===== src/rtl/muldiv_unit_if.sv =====
// Handshake and data bundle between the EX stage and the iterative RV32M multiply/divide unit.
// master = pipeline side (launches ops), slave = the unit itself.
interface muldiv_unit_if #(
    parameter int XLEN = 32
);
    logic            Start;
    logic            Flush;
    logic [2:0]      Funct_3;
    logic [XLEN-1:0] Op_A;
    logic [XLEN-1:0] Op_B;
    logic            Busy;
    logic            Done;
    logic [XLEN-1:0] Result;

    modport master (
        output Start, Flush, Funct_3, Op_A, Op_B,
        input  Busy, Done, Result
    );

    modport slave (
        input  Start, Flush, Funct_3, Op_A, Op_B,
        output Busy, Done, Result
    );
endinterface


===== src/rtl/muldiv_unit.sv =====
// Iterative RV32M MUL/MULH/MULHSU/MULHU/DIV/DIVU/REM/REMU unit, one op per Start pulse.
// Latency: fixed XLEN+3 cycles from accept to Done (PREP, XLEN x CALC, FIX, then DONE pulse).
// Backpressure: none queued; Start is ignored while Busy, Flush aborts without a Done.
module muldiv_unit #(
    parameter int XLEN = 32
) (
    input  logic          clk,
    input  logic          rst,
    muldiv_unit_if.slave  bus
);
    localparam int CW = $clog2(XLEN);

    typedef enum logic [2:0] {
        S_IDLE = 3'd0,
        S_PREP = 3'd1,
        S_CALC = 3'd2,
        S_FIX  = 3'd3,
        S_DONE = 3'd4
    } state_t;

    state_t          state, state_nxt;
    logic [2:0]      op_q;
    logic [XLEN-1:0] a_q;
    logic [XLEN-1:0] b_q;
    logic [XLEN-1:0] hi_q;
    logic [XLEN-1:0] lo_q;
    logic [XLEN-1:0] result_q;
    logic            neg_a_q;
    logic            neg_b_q;
    logic [CW-1:0]   cnt_q;

    logic            accept;
    logic            is_div;
    logic            sgn_a;
    logic            sgn_b;
    logic            neg_a_w;
    logic            neg_b_w;
    logic [XLEN-1:0] mag_a;
    logic [XLEN-1:0] mag_b;
    logic [XLEN:0]   mul_sum;
    logic [XLEN:0]   div_trial;
    logic [XLEN:0]   div_diff;
    logic            q_bit;
    logic [2*XLEN-1:0] prod;
    logic [2*XLEN-1:0] prod_fix;
    logic [XLEN-1:0] quo_fix;
    logic [XLEN-1:0] rem_fix;
    logic [XLEN-1:0] fix_val;

    assign accept = bus.Start && !bus.Flush;

    always_ff @(posedge clk) begin
        if (rst) begin
            state <= S_IDLE;
        end else begin
            state <= state_nxt;
        end
    end

    always_comb begin
        state_nxt = state;
        case (state)
            S_IDLE:  if (accept) state_nxt = S_PREP;
            S_PREP:  state_nxt = S_CALC;
            S_CALC:  if (cnt_q == '0) state_nxt = S_FIX;
            S_FIX:   state_nxt = S_DONE;
            S_DONE:  state_nxt = S_IDLE;
            default: state_nxt = S_IDLE;
        endcase
        if (bus.Flush) state_nxt = S_IDLE;
    end

    always_comb begin
        bus.Busy   = (state != S_IDLE);
        bus.Done   = (state == S_DONE) && !bus.Flush;
        bus.Result = result_q;
    end

    // MULHSU treats only rs1 as signed; MUL's low word is sign-agnostic so it runs unsigned.
    assign is_div  = op_q[2];
    assign sgn_a   = (op_q == 3'b001) || (op_q == 3'b010) || (op_q == 3'b100) || (op_q == 3'b110);
    assign sgn_b   = (op_q == 3'b001) || (op_q == 3'b100) || (op_q == 3'b110);
    assign neg_a_w = sgn_a && a_q[XLEN-1];
    assign neg_b_w = sgn_b && b_q[XLEN-1];
    assign mag_a   = neg_a_w ? (~a_q + 1'b1) : a_q;
    assign mag_b   = neg_b_w ? (~b_q + 1'b1) : b_q;

    // hi:lo doubles as product register (multiply) and remainder:dividend/quotient (divide).
    assign mul_sum   = {1'b0, hi_q} + (lo_q[0] ? {1'b0, b_q} : {(XLEN+1){1'b0}});
    assign div_trial = {hi_q, lo_q[XLEN-1]};
    assign div_diff  = div_trial - {1'b0, b_q};
    assign q_bit     = div_trial[XLEN] || !div_diff[XLEN];

    assign prod     = {hi_q, lo_q};
    assign prod_fix = (neg_a_q ^ neg_b_q) ? (~prod + 1'b1) : prod;

    always_comb begin
        quo_fix = (neg_a_q ^ neg_b_q) ? (~lo_q + 1'b1) : lo_q;
        rem_fix = neg_a_q ? (~hi_q + 1'b1) : hi_q;
        // A zero divisor still runs the full iteration; the architectural result is forced here.
        if (b_q == '0) begin
            quo_fix = '1;
            rem_fix = a_q;
        end
    end

    always_comb begin
        fix_val = '0;
        case (op_q)
            3'b000:                 fix_val = prod_fix[XLEN-1:0];
            3'b001, 3'b010, 3'b011: fix_val = prod_fix[2*XLEN-1:XLEN];
            3'b100, 3'b101:         fix_val = quo_fix;
            default:                fix_val = rem_fix;
        endcase
    end

    always_ff @(posedge clk) begin
        if (rst) begin
            op_q     <= '0;
            a_q      <= '0;
            b_q      <= '0;
            hi_q     <= '0;
            lo_q     <= '0;
            result_q <= '0;
            neg_a_q  <= 1'b0;
            neg_b_q  <= 1'b0;
            cnt_q    <= '0;
        end else begin
            case (state)
                S_IDLE: begin
                    if (accept) begin
                        op_q <= bus.Funct_3;
                        a_q  <= bus.Op_A;
                        b_q  <= bus.Op_B;
                    end
                end
                S_PREP: begin
                    neg_a_q <= neg_a_w;
                    neg_b_q <= neg_b_w;
                    b_q     <= mag_b;
                    hi_q    <= '0;
                    lo_q    <= mag_a;
                    cnt_q   <= CW'(XLEN - 1);
                end
                S_CALC: begin
                    cnt_q <= cnt_q - 1'b1;
                    if (is_div) begin
                        hi_q <= q_bit ? div_diff[XLEN-1:0] : div_trial[XLEN-1:0];
                        lo_q <= {lo_q[XLEN-2:0], q_bit};
                    end else begin
                        hi_q <= mul_sum[XLEN:1];
                        lo_q <= {mul_sum[0], lo_q[XLEN-1:1]};
                    end
                end
                S_FIX: begin
                    if (!bus.Flush) result_q <= fix_val;
                end
                default: begin
                end
            endcase
        end
    end
endmodule


===== src/flat_wrapper.sv =====
// flat-port wrapper written by rule: the top's interface ports become plain ports
module muldiv_unit_flat 
#(
    parameter int XLEN = 32
)
  (clk, rst, bus_Start, bus_Flush, bus_Funct_3, bus_Op_A, bus_Op_B, bus_Busy, bus_Done, bus_Result);
  muldiv_unit_if #(.XLEN(XLEN)) bus_i ();
  input  logic clk;
  input  logic rst;
  input wire logic [$bits(bus_i.Start)-1:0] bus_Start;
  input wire logic [$bits(bus_i.Flush)-1:0] bus_Flush;
  input wire logic [$bits(bus_i.Funct_3)-1:0] bus_Funct_3;
  input wire logic [$bits(bus_i.Op_A)-1:0] bus_Op_A;
  input wire logic [$bits(bus_i.Op_B)-1:0] bus_Op_B;
  output wire logic [$bits(bus_i.Busy)-1:0] bus_Busy;
  output wire logic [$bits(bus_i.Done)-1:0] bus_Done;
  output wire logic [$bits(bus_i.Result)-1:0] bus_Result;
  assign bus_i.Start = bus_Start;
  assign bus_i.Flush = bus_Flush;
  assign bus_i.Funct_3 = bus_Funct_3;
  assign bus_i.Op_A = bus_Op_A;
  assign bus_i.Op_B = bus_Op_B;
  assign bus_Busy = bus_i.Busy;
  assign bus_Done = bus_i.Done;
  assign bus_Result = bus_i.Result;
  muldiv_unit #(.XLEN(XLEN)) u_core (.clk(clk), .rst(rst), .bus(bus_i));
endmodule

===== config.mk =====
export PLATFORM = sky130hd
export DESIGN_NAME = muldiv_unit_flat
export DESIGN_NICKNAME = d
export VERILOG_FILES = /design/src/rtl/muldiv_unit_if.sv /design/src/rtl/muldiv_unit.sv /design/src/flat_wrapper.sv
export SDC_FILE = /design/constraint.sdc
export NUM_CORES = 1
export LEC_CHECK = 0
export ABC_CLOCK_PERIOD_IN_PS = 4250
export CAP_MARGIN = 20
export CORE_ASPECT_RATIO = 0.75
export CORE_MARGIN = 4
export CORE_UTILIZATION = 25
export CTS_CLUSTER_DIAMETER = 100
export DETAILED_ROUTE_END_ITERATION = 10
export HOLD_SLACK_MARGIN = 0.15
export SYNTH_ARGS = -nofsm -noshare
export SYNTH_HDL_FRONTEND = slang
export SYNTH_SLANG_ARGS = --single-unit

===== constraint.sdc =====
create_clock -name clk -period 4.25 [get_ports clk]
set_clock_uncertainty 0.15 [all_clocks]
set_input_delay 0.6375 -clock clk [delete_from_list [all_inputs] [get_ports clk]]
set_output_delay 0.6375 -clock clk [all_outputs]
set_load 0.02 [all_outputs]

==> results by group, run 1 <==
Status
  – Status: finished, final reports clean

Worst setup path
  – Top cell family by delay on the critical path: compound AO/OA/AOI/OAI gates
  – Critical path peak fanout: 9
  – Bufs and invs on worst path: 3
  – CP peak stage delay: 480 ps
  – CP max stage cell: dfxtp_1
  – Worst path depth: 15
  – Worst Setup Start Kind: flip-flop
  – Crit path kind: reg -> reg
  – Crit end category: flip-flop
  – Crit path required time: 4470 ps
  – Reg2reg setup slack: 240 ps
  – Worst path cell trace: clkinvlp_4 > nor2_1 > ha_1 > inv_1 > fa_1 > nand2b_1 > a21oi_1 > o22ai_1 > o21ai_1 > nand4_1 > a311oi_1 > buf_4 > a31oi_1 > xnor2_1 > a221o_1
  – Crit path DAT: 4230 ps
  – Reg2Reg Depth: 15

Global route
  – GRT overflow: 0
  – Vias in the first global route: 15100
  – Largest net degree at the start of global routing: 92
  – GR Util All Layers: 18.8%
  – First-pass GRT wire length: 94.3 mm
  – Initial antenna violation count: 3

Yosys
  – Area leader, netlist: dfxtp_1
  – Async set-reset flop share out of synthesis: 0%
  – Area contributors post-synth: dfxtp_1, a21oi_1, nand2_1
  – Syn Area/Cell: 7.22 sq um
  – Mapped Nets: 2212
  – Cell area after synthesis: 0.0149 sq mm
  – Proportion of synthesized area in mux cells: 4.02%
  – Syn. warnings: 0
  – Simple-gate area share of the yosys netlist: 21.3%
  – Main combinational cell family by area after synthesis: compound AO/OA/AOI/OAI gates
  – Compound-cell area share of the yosys netlist: 29.6%
  – Top-count cell post-synth: nand2_1
  – Post-synth EDFFs: 0
  – Library cells used by synthesis: 81
  – Sequential area share after synthesis: 23.2%
  – Synth Area in XOR/XNOR: 9.79%
  – Post-Syn Instances: 2069
  – Top-area cell type share of the netlist area: 23.2%
  – Post-Synth Adder-Cell Area: 6.13%
  – Synth cell count leaders: nand2_1, nor2_1, a21oi_1
  – Synth Flop Type: dfxtp_1
  – #FFs+latches synth: 173

Die
  – Die Footprint: 0.0637 sq mm
  – Die span in x: 290 microns
  – Initial core utilization: 25.3%
  – Cell Rows: 77
  – Core area: 0.0591 sq mm
  – # IOs: 105
  – Die height: 220 microns

Routing
  – Vias/cell: 5.62
  – Via count: 16400
  – 1st-iter DRT viols: 1875
  – DR WL/cell: 21.2 microns
  – Final wirelength: 62.1 mm
  – First-pass detailed-route iteration total: 5
  – DRC Markers: 0
  – Antenna-violating nets left: 0

Final layout
  – Area growth syn-to-layout: 18.4%
  – Sequential Area: 0.00347 sq mm
  – Final net count: 2262
  – Fill count: 6358
  – Share of cells above drive strength 1: 7.97%
  – Area of the multi-input gates: 0.0106 sq mm

Timing
  – Fmax achieved: 249 MHz
  – Least-Margin Pin Slew: 1090 ps
  – WHS: 298 ps
  – Final Hold Viols: 0
  – Slew HR: 27.2%
  – Final setup viols: 0
  – Setup TNS: 0 ps
  – Period Utilization, post-route: 94.3%
  – RSZ-0062 raised after global routing: false
  – Fin crit period: 4010 ps
  – Slew Limit Fails: 0

CTS
  – Clk pin slew, worst setup/hold paths: 90 ps
  – # hold bufs at CTS: 0
  – Total CTS buffers: 17
  – Clock Tree Buf Depth: 2
  – Worst-Skew Late Latency: 470 ps
  – CTS tree: done
  – # clock sinks: 173
  – Number of H-tree levels: 4
  – Clk Tree Root Cell: clkbuf_16

Placement
  – Port buffer count: 104
  – Routability congestion estimate: 0.966
  – DP Wirelength: 47.1 mm

Power and ir drop
  – Overall power: 4.77 mW
  – Worst vdd ir: 0.000217 V
  – P per Cell Area: 270 mW/mm^2
  – P_leak: 6.57 nW

Job
  – MaxCap Viol Count: 0

Hold path
  – Worst hold stages: 2
  – Hold Path Class: in -> reg
-- through the flow --
step / worst slack [ps] / instances / cell area [sq um] / utilization [%]
3_5_place_dp: 2.56 / 2884 / 17000 / 28.7
6_report: 240 / 2923 / 17700 / 29.9
5_1_grt: 14.4 / 2922 / 17700 / 29.9
3_3_place_gp: 136 / 2884 / 17000 / 28.7
2_1_floorplan: 557 / 2069 / 14900 / -
4_1_cts: 77.3 / 2916 / 17600 / 29.8
-- power by group --
group | internal, mW | switching [mW]
Combinational | 0.462 | 0.807
Clock | 0.856 | 0.875
Sequential | 1.68 | 0.0917
Total | 2.99 | 1.77
-- cell usage in the layout, fill, tap and decap left out, drive strengths merged, types with 18 or more instances in the layout --
cell type | netlist | final
a211oi | 61 | 61
a21o | 20 | 20
a21oi | 203 | 203
a221oi | 26 | 26
a22oi | 22 | 22
a31oi | 28 | 28
buf | 38 | 88
clkdlybuf4s50 | 0 | 103
dfxtp | 173 | 173
ha | 70 | 70
inv | 65 | 72
mux2i | 42 | 42
nand2 | 235 | 235
nand2b | 20 | 20
nand3 | 42 | 42
nand4 | 23 | 23
nor2 | 206 | 206
nor3 | 59 | 59
nor4 | 25 | 25
o211ai | 25 | 25
o21ai | 134 | 134
o31ai | 34 | 34
or3 | 18 | 18
xnor2 | 93 | 93
xor2 | 74 | 74
-- timing repair --
action                                 CTS  global route
resized for setup                        1             9
setup buffers                            0             5
pin swaps                                0             2
endpoints found under the hold margin    0             0
setup endpoints to repair                2            28
-- logic make-up (layout without fill, tap and decap cells) --
group                      count (synthesis)  after routing
AOI/OAI and AO/OA                        684            684
buffers and inverters                    226            289
DFF                                      173            173
other                                      0              1
adders and majority gates                 72             72
muxes                                     58             58
and+or+nand+nor                          689            689
xor gates and xnor gates                 167            167
-- final timing paths --
| check | startpoint | endpoint |
|---|---|---|
| worst max-delay path | u_core.lo_q[0] | u_core.hi_q[27] |
| worst max register to register | u_core.lo_q[0] | u_core.hi_q[27] |
| worst min-delay path | rst | u_core.hi_q[19] |
| worst min register to register | u_core.bus.Result[3] | u_core.bus.Result[3] |
-- worst reg2reg max path, stage by stage, from the launching register on --
cell	delay, ps
dfxtp_1	480
clkinvlp_4	260
nor2_1	140
ha_1	220
inv_1	70
fa_1	390
nand2b_1	200
a21oi_1	200
o22ai_1	170
o21ai_1	370
nand4_1	200
a311oi_1	300
buf_4	200
a31oi_1	90
xnor2_1	140
a221o_1	310
-- final cells by class --
cell class	count	area share, %
Antenna cell	1	0.0142
Clock buffer	17	2.41
Clock inverter	15	1.10
Inverter	66	1.42
Multi-Input combinational cell	1670	60.2
Sequential cell	173	19.6
Tap cell	790	5.59
Timing Repair Buffer	191	9.65
-- metal layers --
metal | vias to the layer above | routed length (microns) | GRT usage [%]
met2 | 746 | 24700 | 26.2
met3 | 77 | 6700 | 5.82
met5 | - | 0 | 0
met1 | 7939 | 29500 | 27.6
met4 | 0 | 1230 | 4.91
li1 | 7679 | - | -
-- flip-flops by register name (all words and copies together), names as in the netlist --
signal,count
u_core.neg_a_q,1
u_core.lo_q,32
u_core.cnt_q,5
u_core.a_q,32
u_core.neg_b_q,1
u_core.b_q,32
u_core.op_q,3
u_core.hi_q,32
u_core.bus.Result,32
u_core.state,3
(Power assumes the default switching activity.)
==> inputs of run 2 (changes only) <==
--- a/config.mk
+++ b/config.mk
@@ -11,6 +11,7 @@
 export CORE_MARGIN = 4
 export CORE_UTILIZATION = 25
 export CTS_CLUSTER_DIAMETER = 100
+export CTS_CLUSTER_SIZE = 20
 export DETAILED_ROUTE_END_ITERATION = 10
 export HOLD_SLACK_MARGIN = 0.15
 export SYNTH_ARGS = -nofsm -noshare
==> results of run 2 <==
The final DEF is identical to that of run 1; final timing and power are the same.
==> inputs of run 3 (changes only) <==
--- a/config.mk
+++ b/config.mk
@@ -14,6 +14,7 @@
 export CTS_CLUSTER_SIZE = 20
 export DETAILED_ROUTE_END_ITERATION = 10
 export HOLD_SLACK_MARGIN = 0.15
+export MAX_ROUTING_LAYER = met4
 export SYNTH_ARGS = -nofsm -noshare
 export SYNTH_HDL_FRONTEND = slang
 export SYNTH_SLANG_ARGS = --single-unit
==> results by group, run 3 (synthesis results as in run 1) <==
CTS
  – Worst-Skew Late Latency: 480 ps (about the same)
  – Number of H-tree levels: 4 (unchanged)
  – Total CTS buffers: 17 (unchanged)
  – Post-CTS Setup Inserts: 0 (unchanged)
  – Clk pin slew, worst setup/hold paths: 80 ps (about the same)
  – CTS tree: done
  – Clk Tree Root Cell: clkbuf_16
  – # clock sinks: 173 (unchanged)
  – Clock Tree Buf Depth: 2 (unchanged)

Global route
  – Initial antenna violation count: 2 (-1)
  – GRT overflow: 0 (unchanged)
  – Largest net degree at the start of global routing: 92 (unchanged)
  – Vias in the first global route: 15400 (+1.8%)
  – First-pass GRT wire length: 95.1 mm (+0.91%)
  – GR Util All Layers: 19.6% (+0.85 points)

Final layout
  – Final net count: 2255 (-0.31%)
  – Area growth syn-to-layout: 17.6%
  – Area of the multi-input gates: 0.0106 sq mm (-0.19%)
  – Sequential Area: 0.00346 sq mm (about the same)
  – Share of cells above drive strength 1: 7.39% (-0.59 points)
  – Most frequent cells in the layout: nand2_1, nor2_1, a21oi_1
  – Post-Layout Inst Area: 0.0176 sq mm (-0.69%)
  – Fill count: 6358 (unchanged)
  – Commonest non-fill, non-tap cell in the layout: nand2_1

Timing
  – Least-Margin Pin Slew: 1030 ps (-59.9 ps)
  – RSZ-0062 raised after global routing: false
  – Final Hold Viols: 0 (unchanged)
  – Setup TNS: 0 ps (unchanged)
  – Period Utilization, post-route: 93.1% (-1.2 points)
  – Fmax achieved: 253 MHz (+1.3%)
  – Slew HR: 30.8% (+3.5 points)
  – Fin crit period: 3960 ps (-51.9 ps)
  – Slew Limit Fails: 0 (unchanged)
  – Final setup viols: 0 (unchanged)

Routing
  – DR top layer: met4
  – Antenna-violating nets left: 0 (unchanged)
  – DR WL/cell: 21.5 microns (+1.1%)
  – Met1 Routed Length: 29.7 mm (+0.81%)
  – 1st-iter DRT viols: 1776 (-5.3%)
  – Via count: 16300 (-0.58%)
  – Final wirelength: 62.6 mm (+0.86%)
  – First-pass detailed-route iteration total: 6 (+1)
  – WL met3: 7.13 mm (+6.4%)
  – Met2 Wirelength: 24.7 mm (-0.13%)
  – DRC Markers: 0 (unchanged)
  – Vias/cell: 5.61 (-0.34%)

Die
  – Die height: 220 microns (unchanged)
  – Die Footprint: 0.0637 sq mm (unchanged)
  – Die span in x: 290 microns (unchanged)
  – Initial core utilization: 25.3% (unchanged)
  – Cell Rows: 77 (unchanged)
  – Core area: 0.0591 sq mm (unchanged)
  – # IOs: 105 (unchanged)

Worst setup path
  – Crit path kind: reg -> reg
  – Reg2reg setup slack: 290 ps (+50 ps)
  – Crit path DAT: 4160 ps (-70 ps)
  – Worst reg2reg endpoint: u_core.hi_q[8]
  – Worst Setup Start Kind: flip-flop
  – Critical path peak fanout: 10 (+1)
  – Crit end category: flip-flop
  – Worst r2r src: u_core.lo_q[31]
  – Reg2Reg Depth: 15 (unchanged)
  – Crit path required time: 4460 ps (about the same)

Power and ir drop
  – P_leak: 6.51 nW (-0.84%)
  – Worst vdd ir: 0.000160 V (-26%)
  – P per Cell Area: 264 mW/mm^2 (-2.1%)

Job
  – MaxCap Viol Count: 0 (unchanged)

Status
  – Status: finished, final reports clean

Hold path
  – Hold path start: u_core.bus.Result[3]
  – Worst hold stages: 2 (unchanged)
  – Hold Path Class: reg -> reg
  – Hold Path Sink: u_core.bus.Result[3]

Placement
  – Port buffer count: 104 (unchanged)
  – Area after DPL: 0.0170 sq mm (about the same)
  – DP Wirelength: 48.0 mm (+1.9%)
  – Routability congestion estimate: 0.988 (+2.3%)
## run 3: timing repair
item | in CTS | in global routing
endpoints found under the setup margin | 0 | 6
hold buffers | 0 | 0
endpoints found under the hold margin | 0 | 0
resized for setup | 0 | 2
## run 3: final cells by class
cell class	count	share of cell area [%]
inverters	66	1.41
well taps	790	5.63
multi-input cells	1670	60.5
clock buffers	17	2.42
flip-flops and latches	173	19.7
clock inverters	15	0.869
diodes	1	0.0143
repair buffers	184	9.41
## run 3: critical path, stage by stage (launching register included)
cell       delay [ps]
dfxtp_1           430
inv_1             120
ha_1              240
fa_1              380
nand2b_1          220
a2111oi_1         390
buf_4             180
nor2_1             90
o211ai_1          290
a21oi_1           170
o211ai_1          310
buf_4             210
buf_4             200
mux2i_1           210
a21oi_1            90
a21o_1            170
## run 3: power by group
part	internal (mW)	switching [mW]
Combinational	0.455	0.804
Sequential	1.68	0.0894
Clock	0.780	0.830
Total	2.91	1.72
## run 3: worst max-delay path by stage
stage	from	endpoint	slack, ps	cells after the start
after floorplan	u_core.lo_q[0]	u_core.hi_q[27]	560	15
after global placement	u_core.lo_q[31]	u_core.hi_q[8]	370	15
after detailed placement	u_core.lo_q[31]	u_core.hi_q[3]	280	15
after CTS	u_core.lo_q[31]	u_core.hi_q[3]	250	15
after global routing	u_core.lo_q[31]	u_core.hi_q[3]	10	15
final	u_core.lo_q[31]	u_core.hi_q[8]	290	15
## run 3: through the flow
stage | total power [mW] | worst slack [ps] | hold WS (ps) | utilization [%] | std cells
finish | 4.63 | 292 | 324 | 29.7 | 2916
floorplan | 2.56 | 557 | 294 | - | 2069
global placement | 3.01 | 366 | 309 | 28.7 | 2883
CTS | 4.62 | 255 | 323 | 29.7 | 2915
global route | 4.83 | 10.1 | 342 | 29.7 | 2915
detailed placement | 3.02 | 276 | 308 | 28.7 | 2883
## run 3: layer usage
metal | vias to the layer above | global-route usage, %
met4 | 0 | 4.62
li1 | 7663 | -
met3 | 76 | 6.26
met2 | 759 | 26.6
met5 | - | -
met1 | 7848 | 28.0
